### src/rtl/fetch_unit.sv
// Instruction fetch stage: one outstanding memory read, single-entry instruction buffer to decode.
// Optional macro FETCH_PERF_EN adds a saturating count of instructions accepted by decode.
module fetch_unit #(
  parameter logic [15:0] RESET_PC = 16'h3000
) (
  input  logic        clk,
  input  logic        rst_n,
  output logic        mem_req,
  output logic [15:0] mem_addr,
  input  logic        mem_ack,
  input  logic [15:0] mem_rdata,
  output logic [15:0] instruction,
  output logic [15:0] pc_out,
  output logic        inst_valid,
  input  logic        inst_ready,
  input  logic        redirect,
  input  logic [15:0] redirect_pc
`ifdef FETCH_PERF_EN
  ,
  output logic [15:0] fetch_count
`endif
);

  typedef enum logic [1:0] {
    IDLE  = 2'd0,
    FETCH = 2'd1,
    HOLD  = 2'd2,
    FLUSH = 2'd3
  } state_t;

  state_t      state_q, state_d;
  logic [15:0] pc_q, pc_d;
  logic [15:0] flush_addr_q, flush_addr_d;
  logic [15:0] instr_q, instr_d;
  logic [15:0] pc_out_q, pc_out_d;
  logic        valid_q, valid_d;

  always_comb begin
    state_d      = state_q;
    pc_d         = pc_q;
    flush_addr_d = flush_addr_q;
    instr_d      = instr_q;
    pc_out_d     = pc_out_q;
    valid_d      = valid_q;
    case (state_q)
      IDLE: begin
        state_d = FETCH;
        if (redirect) pc_d = redirect_pc;
      end
      FETCH: begin
        if (redirect) begin
          pc_d = redirect_pc;
          // Without an ack the old read is still in flight and must be drained.
          if (!mem_ack) begin
            flush_addr_d = pc_q;
            state_d      = FLUSH;
          end
        end else if (mem_ack) begin
          instr_d  = mem_rdata;
          pc_out_d = pc_q + 16'd1;
          pc_d     = pc_q + 16'd1;
          valid_d  = 1'b1;
          state_d  = HOLD;
        end
      end
      HOLD: begin
        if (redirect) begin
          pc_d    = redirect_pc;
          valid_d = 1'b0;
          state_d = FETCH;
        end else if (inst_ready) begin
          valid_d = 1'b0;
          state_d = FETCH;
        end
      end
      FLUSH: begin
        if (redirect) pc_d = redirect_pc;
        if (mem_ack) state_d = FETCH;
      end
      default: state_d = IDLE;
    endcase
  end

  always_ff @(posedge clk or negedge rst_n) begin
    if (!rst_n) begin
      state_q      <= IDLE;
      pc_q         <= RESET_PC;
      flush_addr_q <= RESET_PC;
      instr_q      <= 16'h0000;
      pc_out_q     <= 16'h0000;
      valid_q      <= 1'b0;
    end else begin
      state_q      <= state_d;
      pc_q         <= pc_d;
      flush_addr_q <= flush_addr_d;
      instr_q      <= instr_d;
      pc_out_q     <= pc_out_d;
      valid_q      <= valid_d;
    end
  end

  assign mem_req     = (state_q == FETCH) || (state_q == FLUSH);
  assign mem_addr    = (state_q == FLUSH) ? flush_addr_q : pc_q;
  assign instruction = instr_q;
  assign pc_out      = pc_out_q;
  assign inst_valid  = valid_q;

`ifdef FETCH_PERF_EN
  logic [15:0] count_q, count_d;

  always_comb begin
    count_d = count_q;
    if (valid_q && inst_ready && !redirect && (count_q != 16'hFFFF))
      count_d = count_q + 16'd1;
  end

  always_ff @(posedge clk or negedge rst_n) begin
    if (!rst_n) count_q <= 16'h0000;
    else        count_q <= count_d;
  end

  assign fetch_count = count_q;
`endif

endmodule

### config.mk
export PLATFORM = sky130hd
export DESIGN_NAME = fetch_unit
export DESIGN_NICKNAME = d
export VERILOG_FILES = /design/src/rtl/fetch_unit.sv
export SDC_FILE = /design/constraint.sdc
export NUM_CORES = 1
export LEC_CHECK = 0
export CAP_MARGIN = 20
export CORE_ASPECT_RATIO = 1.4
export CORE_UTILIZATION = 53
export DETAILED_ROUTE_END_ITERATION = 12
export HOLD_SLACK_MARGIN = 0.05
export PLACE_DENSITY = 0.95
export SLEW_MARGIN = 20
export SYNTH_ARGS = -nofsm -noshare
export SYNTH_HDL_FRONTEND = slang
export SYNTH_SLANG_ARGS = --single-unit
### constraint.sdc
create_clock -name clk -period 3.2 [get_ports clk]
set_input_delay 0.32 -clock clk [delete_from_list [all_inputs] [get_ports clk]]
set_output_delay 0.32 -clock clk [all_outputs]
set_load 0.02 [all_outputs]
==> results of run 1 <==
cell type report:
type,instances,area [sq um],area share
flip-flops and latches,67,1680,0.378
inverters,1,3.75,0.000844
multi-input cells,238,1540,0.346
clock inverters,6,88.8,0.0200
repair buffers,91,908,0.204
well taps,72,90.1,0.0203
clock buffers,10,138,0.0309
where the power goes:
group          leakage, nW  switching (mW)  total, mW  internal, mW
Sequential           0.813           0.174       1.26          1.08
Clock                0.108           0.336      0.796         0.459
Combinational        0.955           0.544       1.11         0.568
Total                 1.88            1.05       3.16          2.11
metal layers:
metal,routed length (microns),GRT usage,part of all wire
met2,4170,0.444,0.51
met5,0,0,0
met4,269,0.133,0.033
met1,3280,0.313,0.40
met3,423,0.0482,0.052
critical path, stage by stage (launching register included):
cell             delay (ns)
dfrtp_1                0.57
nand2_1                0.54
mux2_2                 0.46
clkdlybuf4s50_1        0.56
worst min-delay path by stage:
stage	start	endpoint	slack, ns	cells past startpoint
floorplan	rst_n	flush_addr_q[0]	0.02	0
global placement	rst_n	instruction[15]	0.36	2
detailed placement	rst_n	instruction[0]	0.37	2
CTS	mem_rdata[3]	instruction[3]	0.48	3
global route	mem_rdata[3]	instruction[3]	0.49	3
finish	instruction[5]	instruction[5]	0.48	2
sequential cells by signal, summed over array words and instances (netlist names):
signal and cells:
inst_valid 1, pc_q 16, state_q 2, flush_addr_q 16, pc_out 16, instruction 16
cell usage in the layout (no fill, tap or decap), drive strengths merged, types with 2 or more instances in the layout:
| cell type | Yosys | routed |
|---|---|---|
| clkdlybuf4s50 | 0 | 85 |
| nand3 | 7 | 7 |
| o21ai | 29 | 29 |
| nor3 | 4 | 4 |
| dfrtp | 63 | 63 |
| nor3b | 4 | 4 |
| a21oi | 2 | 2 |
| clkbuf | 7 | 10 |
| nand2 | 89 | 89 |
| xor2 | 11 | 11 |
| clkinvlp | 0 | 2 |
| clkinv | 0 | 2 |
| nor2 | 9 | 9 |
| dfstp | 4 | 4 |
| a211o | 2 | 2 |
| mux2 | 33 | 33 |
| nand4 | 8 | 8 |
| a31oi | 3 | 3 |
| or3 | 2 | 2 |
| xnor2 | 10 | 10 |
| buf | 20 | 5 |
| and4 | 3 | 3 |
| and2 | 3 | 3 |
| nor4 | 2 | 2 |
| bufinv | 0 | 2 |
synth_stat cells (2+ instances only):
cell and n:
nand2_1 88, dfrtp_1 63, mux2_2 32, o21ai_0 29, xor2_1 11, buf_2 10, xnor2_1 10, nor2_1 9
buf_4 8, clkbuf_1 7, nand4_1 7, nand3_1 6, dfstp_2 4, nor3_1 4, nor3b_1 4, a31oi_1 3
and4_1 3, a211o_1 2, a21oi_1 2, and2_1 2, or3_1 2
kinds of logic after synthesis:
logic type / Yosys count
buf+inv: 28
simple gates: 140
fa+ha+maj: 1
compound gates: 42
mux: 34
flops: 67
xor+xnor: 21
==> metrics.md, run 1 <==
| Metric | Value |
|---|---|
| Outcome | completed |
| Max Fclk | 357 MHz |
| Largest area contributor in the netlist | dfrtp_1 |
| Setup crit end kind | output port |
| Final non-filler cell total | 485 |
| Crit path DAT | 2.48 ns |
| Leakage Power | 1.88 nW |
| R2R Path End | pc_q[14] |
| Hold-fix buffers, CTS | 1 |
| Simple-Gate Fraction of Synth Area | 0.209 |
| Yosys reg bits | 67 |
| Asr flop ratio synth | 1.00 |
| Worst Max-Slew Pin Slew | 0.747 ns |
| First-pass GRT wire length | 13300 microns |
| Unrepaired setup endpoints after global routing | false |
| Complex-gate fraction of the synthesized area | 0.0728 |
| Number of cells after detailed placement | 468 |
| WL/cell | 16.8 microns |
| Latest clock arrival within the worst-skew pair | 0.35 ns |
| Vias in the first global route | 2763 |
| Via count | 2803 |
| PD cells | 711 mW/mm^2 |
| N_diodes | 0 |
| Synth cell types | 48 |
| PortBufs | 86 |
| Crit path time final | 2.80 ns |
| Initial Utilization | 0.546 |
| Maxcap violations | 0 |
| Largest net degree at the start of global routing | 68 |
| Post-DP HPWL | 5570 microns |
| Final setup TNS | 0 ns |
| Predominant post-synthesis flop cell | dfrtp_1 |
| H-Tree Depth | 3 |
| Clk_skew | 0.00942 ns |
| FF-to-FF path depth | 5 |
| Routed wire length | 8150 microns |
| Max Transition Viols Final | 0 |
| Post-synthesis adder-cell area fraction | 0.00371 |
| CP startpoint | state_q[0] |
| Initial DRT Pass Iterations | 5 |
| Kind of critical path | reg2out |
| Final setup viols | 0 |
| Register area share after synthesis | 0.499 |
| Area fraction of the dominant cell type after synthesis | 0.468 |
| Overall Power | 3.16 mW |
| Core Region | 0.00617 sq mm |
| ANT nets after route | 0 |
| Drc violations | 0 |
| Min-Delay Path Class | reg2reg |
| Post-Syn Nets | 371 |
| Postcts setup bufs | 0 |
| Placed Area | 0.00421 sq mm |
| Worst-path clk slew | 0.08 ns |
| Final-report hold violation count | 0 |
| Yosys warning total | 0 |
| Hold slack | 0.483 ns |
| Internal reg-to-reg setup slack | 1.13 ns |
| CTS Buf Count | 9 |
| Syn Std Cell Area | 0.00337 sq mm |
| Syn-to-layout area delta | 32.0% |
| Antenna violations before repair | 0 |
| TritonCTS Sinks | 67 |
| Chip width | 69.4 microns |
| Syn avg cell area | 10.1 sq um |
| Cells after synthesis | 333 |
| NumNets Final | 446 |
| Peak supply drop | 500 uV |
| Final worst setup slack | 0.401 ns |
| Die height | 96.3 microns |
| GR Util All Layers | 0.259 |
| Mux cell area share after synthesis | 0.114 |
| Combinational family with the most area after synthesis | simple AND/OR/NAND/NOR gates |
| EDFF count, synth | 0 |
| Xor/xnor share of the synthesized area | 0.0546 |
| Fillers | 415 |
| CP max FO | 16 |
| CTS tree | built |
| Area contributors post-synth | dfrtp_1 (47%), mux2_2 (11%), nand2_1 (9.8%) |
| DR iter-0 viols | 272 |
| Post-cts sizing count | 0 |
| Num rows | 34 |
| Final instance area | 0.00445 sq mm |
| Root Buffer | clkbuf_8 |
| Critical Path RT | 2.88 ns |
| DP Worst Slack | 0.603 ns |
| Layout cells sized above 1 | 0.165 |
| Clock buffer depth | 2 |
| Setup crit end | mem_addr[14] |
| Boundary Pins | 87 |
| R2R Path Start | pc_q[0] |
| Critical path launch point type | register |
| Final core occ | 0.721 |
| Die Area | 0.00668 sq mm |
| Via/cell ratio | 5.78 |
| Gr ovfl total | 0 |
| Final Cycle Share | 0.875 |
| Rel. slew slack | 0.501 |
| GP Congestion | 0.840 |
Power figures use the tool's default switching activity.
==> run 2, diff against run 1 <==
- CORE_UTILIZATION: 53 -> 40
- PLACE_DENSITY: 0.95 -> 0.77
==> metrics.md, run 2 (same netlist as run 1, synthesis figures left out) <==
| Metric | Value |
|---|---|
| First-pass GRT wire length | 13300 microns |
| Post-cts sizing count | 0 |
| Maxcap violations | 0 |
| Largest net degree at the start of global routing | 36 |
| Max Transition Viols Final | 0 |
| Chip width | 79.6 microns |
| Worst-path cell chain | nand2_1 -> mux2_2 -> clkdlybuf4s50_1 |
| Root Buffer | clkbuf_16 |
| CP max-delay cell | dfrtp_1 |
| Via count | 2673 |
| NumNets Final | 447 |
| DR iter-0 viols | 170 |
| Latest clock arrival within the worst-skew pair | 0.33 ns |
| Routed wire length | 7900 microns |
| CP startpoint | state_q[0] |
| Drc violations | 0 |
| Clock buffer depth | 2 |
| Critical path launch point type | register |
| Crit path time final | 2.72 ns |
| Final Cycle Share | 0.851 |
| Die height | 111 microns |
| CTS tree | built |
| Worst-path clk slew | 0.05 ns |
| PortBufs | 86 |
| R2R Path Start | pc_q[0] |
| Antenna violations before repair | 0 |
| Critical Path RT | 2.88 ns |
| PD cells | 725 mW/mm^2 |
| GP Congestion | 0.811 |
| Worst Max-Slew Pin Slew | 0.692 ns |
| Final-report hold violation count | 0 |
| Clk_skew | 0.00762 ns |
| Internal reg-to-reg setup slack | 1.18 ns |
| Overall Power | 3.29 mW |
| Layout cells sized above 1 | 0.162 |
| N_diodes | 0 |
| Final setup viols | 0 |
| Peak supply drop | 354 uV |
| Postcts setup bufs | 0 |
| Core Region | 0.00815 sq mm |
| H-Tree Depth | 3 |
| Via/cell ratio | 5.18 |
| Kind of critical path | reg2out |
| TritonCTS Sinks | 67 |
| Commonest non-fill, non-tap cell in the layout | nand2_1 |
| Min-Delay Path Class | in2async |
| Post-DP HPWL | 5740 microns |
| Setup crit end kind | output port |
| Initial Utilization | 0.413 |
| CTS Buf Count | 9 |
| Vias in the first global route | 2670 |
| Unrepaired setup endpoints after global routing | false |
| Die Area | 0.00880 sq mm |
| ANT nets after route | 0 |
| Gr ovfl total | 0 |
| CP peak stage delay | 0.56 ns |
| Leakage Power | 1.91 nW |
| GR Util All Layers | 0.198 |
| Rel. slew slack | 0.538 |
| Final setup TNS | 0 ns |
| Initial DRT Pass Iterations | 4 |
| Syn-to-layout area delta | 34.9% |
| WL/cell | 15.3 microns |
| Num rows | 39 |
| Max Fclk | 367 MHz |
| CP max FO | 16 |
| Commonest cells after routing, fill and taps aside | nand2_1 (88), clkdlybuf4s50_1 (85), dfrtp_1 (63) |
| Outcome | completed |
| Boundary Pins | 87 |
| Crit path DAT | 2.40 ns |
==> run 2: cell type report <==
type | instances | area, sq um
fill | 682 | 3600
multi-input combinational | 238 | 1540
clock inverter | 1 | 5.00
inverter | 1 | 3.75
tap | 102 | 128
timing repair buffer | 92 | 903
clock buffer | 15 | 288
sequential | 67 | 1680
==> run 2: what timing repair did <==
action	4_1_cts	5_1_grt
endpoints found under the hold margin	10	0
endpoints found under the setup margin	0	0
hold buffers	1	0
==> run 2: per-layer routing <==
layer,part of all wire,global-route usage,up-vias
li1,-,-,1284
met1,0.41,0.249,1301
met2,0.53,0.317,73
met3,0.036,0.0529,15
met4,0.025,0.0848,0
met5,0,0,-
==> run 2: through the flow <==
stage,hold slack (ns),cell area [sq um],std cells,util,setup slack (ns)
2_1_floorplan,0.0244,3370,333,-,1.51
3_3_place_gp,0.223,4240,499,0.521,0.796
3_5_place_dp,0.229,4240,499,0.521,0.737
4_1_cts,0.418,4550,516,0.558,0.468
5_1_grt,0.454,4550,516,0.558,0.337
6_report,0.417,4550,516,0.558,0.477
==> run 2: where the power goes <==
| part | leakage, nW | switching, mW | internal [mW] | total (mW) |
|---|---|---|---|---|
| Clock | 0.146 | 0.335 | 0.607 | 0.942 |
| Combinational | 0.956 | 0.537 | 0.567 | 1.10 |
| Sequential | 0.813 | 0.165 | 1.08 | 1.25 |
| Total | 1.91 | 1.04 | 2.26 | 3.29 |
==> run 2: final timing paths <==
kind	depth (start not counted)	end
max	3	mem_addr[10]
min reg2reg	2	pc_out[12]
min in group clk	2	pc_out[12]
max reg2reg	5	pc_q[14]
min	2	state_q[0]
max in group asynchronous	3	instruction[13]
==> run 2: critical path: cells and delay by family (launching register included) <==
kind / cells / cell delay [ns]
AND/OR/NAND/NOR: 1 / 0.51
multiplexers: 1 / 0.46
flip-flops: 1 / 0.56
buffers and inverters: 1 / 0.54
==> patch (settings of run 2) <==
`instr_q` no longer has a reset.
--- a/src/rtl/fetch_unit.sv
+++ b/src/rtl/fetch_unit.sv
@@ -86,17 +86,19 @@
       state_q      <= IDLE;
       pc_q         <= RESET_PC;
       flush_addr_q <= RESET_PC;
-      instr_q      <= 16'h0000;
       pc_out_q     <= 16'h0000;
       valid_q      <= 1'b0;
     end else begin
       state_q      <= state_d;
       pc_q         <= pc_d;
       flush_addr_q <= flush_addr_d;
-      instr_q      <= instr_d;
       pc_out_q     <= pc_out_d;
       valid_q      <= valid_d;
     end
+  end
+
+  always_ff @(posedge clk) begin
+    instr_q <= instr_d;
   end
 
   assign mem_req     = (state_q == FETCH) || (state_q == FLUSH);
Formal check against the unedited RTL: differs if rst_n is asserted again (counterexample within 4 cycles, from zero or initial values and one cycle with rst_n low); with rst_n held inactive, the same outputs for 4 cycles.
==> patch against run 2 <==
  * Power decreased by 14%
  * Non-clock buffer count decreased by 1
  * Area after synthesis decreased by 5.0%
  * Final cell count decreased by 10%
  * Clock power decreased by 17%
  * Highest routed layer unchanged
  * Sequential cell count unchanged
  * Global-route usage decreased by 1.8 points
  * Cell area decreased by 4.5%
  * Largest cell class unchanged
  * Critical path type unchanged
  * Combinational power decreased by 23%
  * Synthesized cell count decreased by 17%
  * Routed wire length decreased by 15%
  * Worst setup slack got worse by 0.050 ns
  * Core utilization increased by 0.24 points
==> patch: results (changes against run 2) <==
* CP max FO at 16 (unchanged)
* First-pass GRT wire length at 11400 µm (-14%)
* Status: finished clean
* Synth Net Count at 316 (-15%)
* Clock root cell: clkbuf_8
* Yosys cell types at 48 (unchanged)
* Area contributors post-synth: dfrtp_1 (37%), edfxtp_1 (15%), mux2_2 (11%)
* Share of cells above drive strength 1 at 18.5% (+2.3 points)
* CTS HTree Levels at 3 (unchanged)
* Hold Path Class: reg -> reg
* Max clock buf depth at 2 (unchanged)
* HPWL after detailed placement at 4900 µm (-15%)
* Register-to-Register Path Depth at 5 (unchanged)
* EDFF count, synth at 16 (+16)
* Routability cong. at 0.792 (-2.3%)
* Fraction of registers with async set/reset at 76.1% (-24 points)
* Post-synth top flop: dfrtp_1
* CP arrival at 2.45 ns (+0.05 ns)
* WL final at 6740 µm (-15%)
* # diodes at 0 (unchanged)
* Synth warn at 0 (unchanged)
* Worst-Skew Late Latency at 0.34 ns
* Tightest slew margin relative to the limit at 53.6% (-0.19 points)
* Sequential area share after synthesis at 55.0% (+5.1 points)
* Final #Nets at 396 (-11%)
* Initial antenna violation count at 0 (unchanged)
* Drt pass-1 iters at 4 (unchanged)
* Clock skew at 0.00723 ns (-0.000393 ns)
* Fill cells at 650 (-4.7%)
* Lkg Pwr at 0.00166 µW (-13%)
* I/O Buffers at 86 (unchanged)
* R2R Setup Slk at 1.25 ns (+0.07 ns)
* Vias per cell at 5.03 (-3.0%)
* Maximum vdd drop at 0.407 mV (+15%)
* Total CTS buffers at 9 (unchanged)
* FF-to-FF End: pc_q[12]
* Vias in the first global route at 2283 (-14%)
* Worst r2r src: pc_q[0]
* Setup Buffers After CTS at 0 (unchanged)
* Clk slew on worst S/H paths at 0.08 ns (+0.03 ns)
* Largest net degree at the start of global routing at 51 (+42%)
* DR iter-0 viols at 111 (-35%)
* Total GRT Usage at 18.0% (-1.8 points)
* Synth cell count leaders: dfrtp_1 (47), nand2_1 (38), mux2_2 (32), o21ai_0 (25), edfxtp_1 (16)
* Post-cts resize count at 0 (unchanged)
* Worst Setup SP: state_q[0]
* CP endpoint: mem_addr[6]
[patch: cell type report]
cell class,instances,share of cell area [%]
clock buffers,9,2.85
clock inverters,7,2.33
inverters,4,0.346
multi-input cells,185,30.3
flip-flops and latches,67,40.6
well taps,100,2.88
repair buffers,91,20.7
[patch: where the power goes]
group | leakage, µW | total [µW] | internal (µW) | switching (µW)
Sequential | 0.000756 | 1200 | 1060 | 139
Clock | 0.000106 | 779 | 443 | 336
Combinational | 0.000799 | 849 | 456 | 393
Total | 0.00166 | 2830 | 1960 | 868
[patch: critical path, cell delays in order, from the launching register on]
cell	delay, ns
dfrtp_1	0.60
nand2_1	0.52
mux2_2	0.45
clkdlybuf4s50_1	0.54
[patch: worst min path at each step]
| stage | from | to | slack (ns) | cells past startpoint |
|---|---|---|---|---|
| after floorplan | rst_n | flush_addr_q[0] | 0.02 | 0 |
| after global placement | pc_out[6] | pc_out[6] | 0.46 | 2 |
| after detailed placement | pc_out[0] | pc_out[0] | 0.47 | 2 |
| after CTS | rst_n | flush_addr_q[4] | 0.22 | 1 |
| after global routing | mem_rdata[12] | instruction[12] | 0.50 | 1 |
| final | pc_out[0] | pc_out[0] | 0.48 | 2 |
[patch: what timing repair did]
action / in CTS / in global routing
hold buffers: 0 / 1
endpoints found under the hold margin: 0 / 27
setup endpoints to repair: 0 / 0
[patch: layer usage]
layer,vias up,GRT usage [%],part of all wire [%]
met2,69,29.7,51
li1,1147,-,-
met4,0,9.16,2.0
met1,1099,22.2,43
met5,-,0,0
met3,12,3.64,4.6
[patch: kinds of logic after synthesis]
logic type / synth area share, %
and+or+nand+nor: 15.7
DFF: 55.0
AOI/OAI and AO/OA: 7.15
muxes: 11.9
buffers and inverters: 3.83
xor gates and xnor gates: 6.02
adders and majority gates: 0.391
[patch: metrics by stage]
step	setup WS [ns]	power (µW)	cells	instance area, µm²	utilization [%]
final	0.427	2830	463	4340	56.0
after global routing	0.257	2990	463	4340	56.0
after CTS	0.390	2870	462	4330	55.9
after detailed placement	0.782	2080	446	4110	53.0
after global placement	0.875	2060	446	4110	53.0
after floorplan	1.49	1680	278	3200	-
